**config.mk**
```make
export PLATFORM = sky130hd
export DESIGN_NAME = alu_serial_ctrl
export DESIGN_NICKNAME = d
export VERILOG_FILES = /design/src/rtl/alu_serial_pkg.sv /design/src/rtl/alu_bit_slice.sv /design/src/rtl/alu_serial_ctrl.sv
export SDC_FILE = /design/constraint.sdc
export NUM_CORES = 1
export LEC_CHECK = 0
export BUFFER_PORTS_ARGS = -buffer_cell sky130_fd_sc_hd__buf_2
export CORE_UTILIZATION = 30
export DETAILED_ROUTE_END_ITERATION = 7
export SYNTH_ARGS = -nofsm -noshare
export SYNTH_HDL_FRONTEND = slang
export SYNTH_SLANG_ARGS = --single-unit
export TNS_END_PERCENT = 1
```
**constraint.sdc**
```tcl
create_clock -name clk_i -period 8.8 [get_ports clk_i]
set_input_delay 0.44 -clock clk_i [delete_from_list [all_inputs] [get_ports clk_i]]
set_output_delay 0.44 -clock clk_i [all_outputs]
set_load 0.03 [all_outputs]
```
**src/rtl/alu_serial_pkg.sv**
```systemverilog
// Shared types for the bit-serial ALU sequencer: control codes, FSM states,
// slice op encodings and the control-code decoder.
package alu_serial_pkg;

    localparam logic [3:0] CTRL_AND = 4'b0000;
    localparam logic [3:0] CTRL_OR  = 4'b0001;
    localparam logic [3:0] CTRL_ADD = 4'b0010;
    localparam logic [3:0] CTRL_SUB = 4'b0110;
    localparam logic [3:0] CTRL_SLT = 4'b0111;
    localparam logic [3:0] CTRL_NOR = 4'b1100;

    typedef enum logic [1:0] {
        ST_IDLE = 2'b00,
        ST_RUN  = 2'b01,
        ST_DONE = 2'b10
    } state_t;

    typedef enum logic [1:0] {
        OP_AND  = 2'b00,
        OP_OR   = 2'b01,
        OP_ADD  = 2'b10,
        OP_RSVD = 2'b11
    } slice_op_t;

    typedef struct packed {
        logic      supported;
        logic      a_inv;
        logic      b_inv;
        logic      cin;
        slice_op_t op;
        logic      is_slt;
    } slice_ctrl_t;

    function automatic slice_ctrl_t decode_ctrl(input logic [3:0] ctrl);
        slice_ctrl_t d;
        d    = '0;
        d.op = OP_AND;
        case (ctrl)
            CTRL_AND: d.supported = 1'b1;
            CTRL_OR: begin
                d.supported = 1'b1;
                d.op        = OP_OR;
            end
            CTRL_ADD: begin
                d.supported = 1'b1;
                d.op        = OP_ADD;
            end
            CTRL_SUB: begin
                d.supported = 1'b1;
                d.b_inv     = 1'b1;
                d.cin       = 1'b1;
                d.op        = OP_ADD;
            end
            CTRL_SLT: begin
                d.supported = 1'b1;
                d.b_inv     = 1'b1;
                d.cin       = 1'b1;
                d.op        = OP_ADD;
                d.is_slt    = 1'b1;
            end
            CTRL_NOR: begin
                d.supported = 1'b1;
                d.a_inv     = 1'b1;
                d.b_inv     = 1'b1;
            end
            default: d.supported = 1'b0;
        endcase
        return d;
    endfunction

endpackage

```
**src/rtl/alu_bit_slice.sv**
```systemverilog
// Combinational 1-bit ALU slice: AND / OR / full-add with operand inverts.
module alu_bit_slice
    import alu_serial_pkg::*;
(
    input  logic      a,
    input  logic      b,
    input  logic      a_inv,
    input  logic      b_inv,
    input  logic      cin,
    input  slice_op_t op,
    output logic      result,
    output logic      cout
);

    logic a_eff;
    logic b_eff;

    assign a_eff = a ^ a_inv;
    assign b_eff = b ^ b_inv;
    assign cout  = (a_eff & b_eff) | (a_eff & cin) | (b_eff & cin);

    always_comb begin
        result = 1'b0;
        case (op)
            OP_AND:  result = a_eff & b_eff;
            OP_OR:   result = a_eff | b_eff;
            OP_ADD:  result = a_eff ^ b_eff ^ cin;
            default: result = 1'b0;
        endcase
    end

endmodule

```
**src/rtl/alu_serial_ctrl.sv**
```systemverilog
// Bit-serial ALU sequencer driving one alu_bit_slice, LSB first.
// Flag outputs (zero/cout/overflow) exist only when ALU_SERIAL_FLAGS_EN is defined.
//
// state   | meaning
// IDLE    | ready for a request
// RUN     | one bit per clock through the slice
// DONE    | result valid, held until consumed
module alu_serial_ctrl
    import alu_serial_pkg::*;
#(
    parameter int WIDTH = 32
) (
    input  logic             clk_i,
    input  logic             rst_i,
    input  logic             in_valid_i,
    output logic             in_ready_o,
    input  logic [WIDTH-1:0] src1_i,
    input  logic [WIDTH-1:0] src2_i,
    input  logic [3:0]       ctrl_i,
    output logic             out_valid_o,
    input  logic             out_ready_i,
    output logic [WIDTH-1:0] result_o,
    output logic             zero_o,
    output logic             cout_o,
    output logic             overflow_o
);

    localparam int IDX_W = $clog2(WIDTH);
    localparam logic [IDX_W-1:0] IDX_LAST = IDX_W'(WIDTH - 1);

    state_t state_q;
    state_t state_d;

    slice_ctrl_t dec_in;
    logic [WIDTH-1:0] src1_q;
    logic [WIDTH-1:0] src2_q;
    logic [WIDTH-1:0] result_q;
    logic [IDX_W-1:0] idx_q;
    logic             carry_q;
    logic             a_inv_q;
    logic             b_inv_q;
    logic             is_slt_q;
    slice_op_t        op_q;

    logic             slice_res;
    logic             slice_cout;
    logic             msb_ovf;
    logic             at_msb;
    logic [WIDTH-1:0] final_word;

    assign dec_in = decode_ctrl(ctrl_i);
    assign at_msb = (idx_q == IDX_LAST);

    alu_bit_slice u_slice (
        .a      (src1_q[idx_q]),
        .b      (src2_q[idx_q]),
        .a_inv  (a_inv_q),
        .b_inv  (b_inv_q),
        .cin    (carry_q),
        .op     (op_q),
        .result (slice_res),
        .cout   (slice_cout)
    );

    // Word as it will stand once the MSB lands; SLT collapses to the set bit.
    always_comb begin
        msb_ovf                = carry_q ^ slice_cout;
        final_word             = result_q;
        final_word[WIDTH-1]    = slice_res;
        if (is_slt_q) begin
            final_word    = '0;
            final_word[0] = slice_res ^ msb_ovf;
        end
    end

    always_ff @(posedge clk_i) begin
        if (rst_i) begin
            state_q <= ST_IDLE;
        end else begin
            state_q <= state_d;
        end
    end

    always_comb begin
        state_d = state_q;
        case (state_q)
            ST_IDLE: begin
                if (in_valid_i) begin
                    state_d = dec_in.supported ? ST_RUN : ST_DONE;
                end
            end
            ST_RUN: begin
                if (at_msb) begin
                    state_d = ST_DONE;
                end
            end
            ST_DONE: begin
                if (out_ready_i) begin
                    state_d = ST_IDLE;
                end
            end
            default: state_d = ST_IDLE;
        endcase
    end

    always_comb begin
        in_ready_o  = (state_q == ST_IDLE);
        out_valid_o = (state_q == ST_DONE);
    end

    always_ff @(posedge clk_i) begin
        if (rst_i) begin
            src1_q   <= '0;
            src2_q   <= '0;
            result_q <= '0;
            idx_q    <= '0;
            carry_q  <= 1'b0;
            a_inv_q  <= 1'b0;
            b_inv_q  <= 1'b0;
            is_slt_q <= 1'b0;
            op_q     <= OP_AND;
        end else begin
            case (state_q)
                ST_IDLE: begin
                    if (in_valid_i) begin
                        src1_q   <= src1_i;
                        src2_q   <= src2_i;
                        result_q <= '0;
                        idx_q    <= '0;
                        carry_q  <= dec_in.cin;
                        a_inv_q  <= dec_in.a_inv;
                        b_inv_q  <= dec_in.b_inv;
                        is_slt_q <= dec_in.is_slt;
                        op_q     <= dec_in.op;
                    end
                end
                ST_RUN: begin
                    carry_q <= slice_cout;
                    idx_q   <= idx_q + 1'b1;
                    if (at_msb) begin
                        result_q <= final_word;
                    end else begin
                        result_q[idx_q] <= slice_res;
                    end
                end
                default: ;
            endcase
        end
    end

    assign result_o = result_q;

`ifdef ALU_SERIAL_FLAGS_EN
    logic zero_q;
    logic cout_q;
    logic ovf_q;
    logic is_arith;

    assign is_arith = (op_q == OP_ADD);

    always_ff @(posedge clk_i) begin
        if (rst_i) begin
            zero_q <= 1'b0;
            cout_q <= 1'b0;
            ovf_q  <= 1'b0;
        end else begin
            case (state_q)
                ST_IDLE: begin
                    if (in_valid_i) begin
                        zero_q <= ~dec_in.supported;
                        cout_q <= 1'b0;
                        ovf_q  <= 1'b0;
                    end
                end
                ST_RUN: begin
                    if (at_msb) begin
                        zero_q <= (final_word == '0);
                        cout_q <= is_arith & slice_cout;
                        ovf_q  <= is_arith & ~is_slt_q & msb_ovf;
                    end
                end
                default: ;
            endcase
        end
    end

    assign zero_o     = zero_q;
    assign cout_o     = cout_q;
    assign overflow_o = ovf_q;
`else
    assign zero_o     = 1'b0;
    assign cout_o     = 1'b0;
    assign overflow_o = 1'b0;
`endif

endmodule

```
==> results by stage <==
Timing:
- The share of the clock period used by the worst path after layout is 45.6%.
- For the final database, setup skew stands at 0.0118 ns.
- After routing, the total negative slack on setup checks comes to 0 ns.
- The count of endpoints failing hold in the final timing report is 0.
- Setup repair after global routing left no endpoint under its margin.
- The number of failing setup endpoints in the final timing report is 0.
- The timing-limited maximum frequency is 249 MHz.
- The transition at the pin with the smallest max-transition slack is 1.17 ns.
- Subtracting the final worst setup slack from the clock period gives 4.01 ns.
- The number of slew-limit violations in the final report was 0.
- The worst-case headroom to the max-slew limit is 22.0%.

Pwr:
- The cell-internal power is 0.766 mW.
- In this run, the combinational gates consume 12.4% of the power.
- The sequential share of power is 50.4%.
- The net load switching power is 0.285 mW.
- The worst-case IR drop observed on VDD is 94.5 uV.
- Of the total power, the share spent switching nets is 27.1%.
- The clock network power share is 37.2%.
- Power comes to 1.05 mW.
- In this run the power density over the cells is 175 nW/um^2.
- The standby leakage power is 2.32 nW.

Outcome:
- The run finished with clean final reports.

Clock network:
- The clock latency of the later-clocked register in the worst-skew pair is 0.36 ns.
- The buffer type at the clock tree root is sky130_fd_sc_hd__clkbuf_16.
- CTS built an H-tree with a depth of 3.
- The clock drives 109 sinks.
- Gates resized during post-CTS repair numbered 0.
- The clock transition at the registers of the reported paths is 0.08 ns.
- Buffers added to address setup during post-CTS repair amount to 0.
- The number of hold-repair buffers added at the cts stage is 0.
- The clock tree from TritonCTS is yes.
- TritonCTS created 9 clock buffers.
- The longest clock path from root to sink contains 2 buffers.

Logic synthesis:
- The synthesized netlist contains 49 unique library cells.
- The post-synthesis compound-gate area fraction is 24.2%.
- The portion of synthesized cell area occupied by the leading cell type is 42.7%.
- The biggest area contributor in the post-synthesis netlist is sky130_fd_sc_hd__dfxtp_1.
- The total of warnings raised by yosys is 0.
- By area, the combinational part of the netlist is dominated by compound AO/OA/AOI/OAI gates.
- Yosys mapped a number of flops with a built-in enable equal to 0.
- The XOR/XNOR share of the synthesized area is 0.514%.
- The fraction of the mapped netlist area in simple logic gates is 18.1%.
- Dividing the synthesized area by the synthesized cell count gives 8.18 sq um.
- Synthesis handed over a netlist of 625 instances.
- The share of the Yosys chip area taken by registers is 42.7%.
- After synthesis the cells add up to 5110 sq um.
- The async set or reset register ratio after synthesis is 0%.
- Yosys attributes the largest share of cell area to sky130_fd_sc_hd__dfxtp_1 (43%), sky130_fd_sc_hd__nand2_1 (11%), sky130_fd_sc_hd__a21oi_1 (11%).
- The top flip-flop cell by instance count after synthesis is sky130_fd_sc_hd__dfxtp_1.
- Summing the areas of all fa, ha and maj instances in the mapped netlist gives 1.47% of the synthesized area.
- The portion of synthesized area spent on multiplexers is 7.36%.
- The register bit total from synthesis is 109.

Die:
- From left edge to right edge, the die measures 133 um.
- The die is 133 um tall.
- The total I/O pin count is 109.
- The floorplan step defined a die boundary enclosing 17600 sq um.
- The placeable core area is 16600 sq um.
- The number of rows in the core area is 47.
- The initial standard-cell utilization of the core is 30.7%.

Worst hold path:
- The path class of the tightest hold or removal check is in2reg.
- The terminating pin of the worst hold path is src1_q[6].
- The number of instances on the worst hold path is 3.
- The worst hold path begins at src1_i[6].

Flow run:
- Max-cap violations in this run came to 0.

Detailed routing:
- In the routed layout, each cell is associated on average with a via count of 5.11.
- The DRC violation count after routing is 0.
- The first-pass iteration count of the detailed router is 5.
- For this block, the initial DRC count from the detailed router was 385.
- The average detailed-routed wire length per instance is 15.5 um.
- For this block, the routed nets add up to 14200 um of wire.
- The detailed router placed 4678 vias in this run.
- The number of antenna-violating nets in the routed design is 0.

Placed design:
- At the end of routability-driven placement, the weighted congestion stood at 0.809.
- Once detailed placement completed, the half-perimeter wirelength came to 9570 um.
- Input and output buffers added on the ports amount to 105.

Finish:
- The area added between synthesis and finish is 17.1%.
- Leaving out fill and tap cells, the most frequent cell in the layout is sky130_fd_sc_hd__nand2_1.
- The top cell types in the final layout, fill and taps aside, are sky130_fd_sc_hd__nand2_1 (150), sky130_fd_sc_hd__a21oi_1 (112), sky130_fd_sc_hd__dfxtp_1 (109).
- The net count of the finished layout is 768.
- The total inserted antenna cells is 0.
- Cells with a size suffix above 1 make up 21.4% of the layout.

Critical path:
- The register-to-register setup slack is 4.79 ns.
- The worst register-to-register path ends at result_o[9].
- Of all nets on the critical path, the largest fanout is 32.
- The critical path capture point type is a flop.
- For the worst setup path, the data arrival time is 4.20 ns.
- The critical path is of the reg2reg type.
- For the worst setup path, the data required time is 8.99 ns.
- Counting cells, the worst reg-to-reg path comes to 12.
- The source of the worst register-to-register timing path is idx_q[2].
- The startpoint type of the worst setup path is a flop.

Global routing:
- The global-route congestion overflow total is 0.
- In the global route stage, overall resource usage came out at 16.3%.
- The number of global-route vias before repair is 4312.
- The largest net degree at the start of global routing is 81.
- The initial antenna violation count was 0.
- The first global-routing pass estimated 22800 um of wire.
## how the worst max path moves through the flow
stage / cells past startpoint / slack (ns) / to / start
floorplan: 14 / 5.93 / result_o[4] / idx_q[2]
global placement: 12 / 5.04 / result_o[23] / idx_q[4]
detailed placement: 12 / 4.93 / result_o[30] / idx_q[2]
CTS: 12 / 4.90 / result_o[9] / idx_q[2]
global route: 12 / 4.48 / result_o[7] / idx_q[2]
finish: 12 / 4.79 / result_o[9] / idx_q[2]
## registers in the layout, summed over array words and instances (netlist names), 2 cells and up
name and count:
src2_q 32, result_o 32, op_q 2, src1_q 32, state_q 2, idx_q 5
## cell usage after synthesis (4+ instances only)
cell / n
sky130_fd_sc_hd__nor2_1: 17
sky130_fd_sc_hd__o31ai_1: 31
sky130_fd_sc_hd__buf_1: 8
sky130_fd_sc_hd__mux4_2: 6
sky130_fd_sc_hd__mux2_2: 7
sky130_fd_sc_hd__nor3b_1: 4
sky130_fd_sc_hd__nor2b_1: 7
sky130_fd_sc_hd__buf_4: 5
sky130_fd_sc_hd__inv_1: 5
sky130_fd_sc_hd__o21ai_0: 4
sky130_fd_sc_hd__nand2b_1: 5
sky130_fd_sc_hd__o211ai_1: 31
sky130_fd_sc_hd__nand2_1: 151
sky130_fd_sc_hd__nand3_1: 8
sky130_fd_sc_hd__mux2i_1: 14
sky130_fd_sc_hd__a21oi_1: 113
sky130_fd_sc_hd__dfxtp_1: 109
sky130_fd_sc_hd__nor3_1: 4
sky130_fd_sc_hd__buf_2: 4
sky130_fd_sc_hd__ha_1: 6
sky130_fd_sc_hd__clkbuf_1: 38
## layout make-up
class                      instances  area (sq um)
tap                              220           275
multi-input combinational        454          2660
fill                            1772         10700
sequential                       109          2180
inverter                           6          22.5
timing repair buffer             110           563
clock inverter                     5          41.3
clock buffer                      11           243
## routing by layer
metal / wire length [um] / global-route usage (%)
met3: 860 / 3.45
met1: 6800 / 22.3
met4: 147 / 4.15
met5: 0 / 0
met2: 6350 / 25.9
## critical path, cell delays in order, from the launching register on
cell and delay, ns:
sky130_fd_sc_hd__dfxtp_1 0.64, sky130_fd_sc_hd__nor3b_1 0.91, sky130_fd_sc_hd__a22oi_1 0.13, sky130_fd_sc_hd__a21oi_1 0.24, sky130_fd_sc_hd__nor4_2 0.09, sky130_fd_sc_hd__xnor2_1 0.22
sky130_fd_sc_hd__ha_1 0.28, sky130_fd_sc_hd__xnor2_1 0.13, sky130_fd_sc_hd__nor2_1 0.05, sky130_fd_sc_hd__a21oi_1 0.13, sky130_fd_sc_hd__nor2_1 0.08, sky130_fd_sc_hd__a31oi_4 0.75
sky130_fd_sc_hd__o31ai_1 0.19
## metrics by stage
step | instances | util (%) | hold slack (ns) | worst slack [ns] | cell area [sq um]
finish | 915 | 36.0 | 0.312 | 4.79 | 5990
global route | 915 | 36.0 | 0.316 | 4.48 | 5990
CTS | 915 | 36.0 | 0.304 | 4.90 | 5990
detailed placement | 899 | 34.3 | 0.447 | 4.93 | 5700
global placement | 899 | 34.3 | 0.441 | 5.04 | 5700
floorplan | 627 | - | 0.432 | 5.93 | 5120
## cell families (layout without fill, tap and decap cells)
kind of cell / after synthesis / in the layout
fa+ha+maj: 6 / 6
flops: 109 / 109
buf+inv: 64 / 132
simple gates: 213 / 213
compound gates: 200 / 200
other cells: 1 / 3
xor+xnor: 3 / 3
mux: 29 / 29
## power by group through the flow
stage	Combinational [mW]	Sequential (mW)	Clock, mW
after detailed placement	0.131	0.541	0
final	0.130	0.530	0.391
after floorplan	0.0942	0.535	0
after CTS	0.131	0.530	0.401
after global routing	0.147	0.533	0.419
after global placement	0.130	0.541	0
Note: power is estimated with default switching activity, not from simulation.
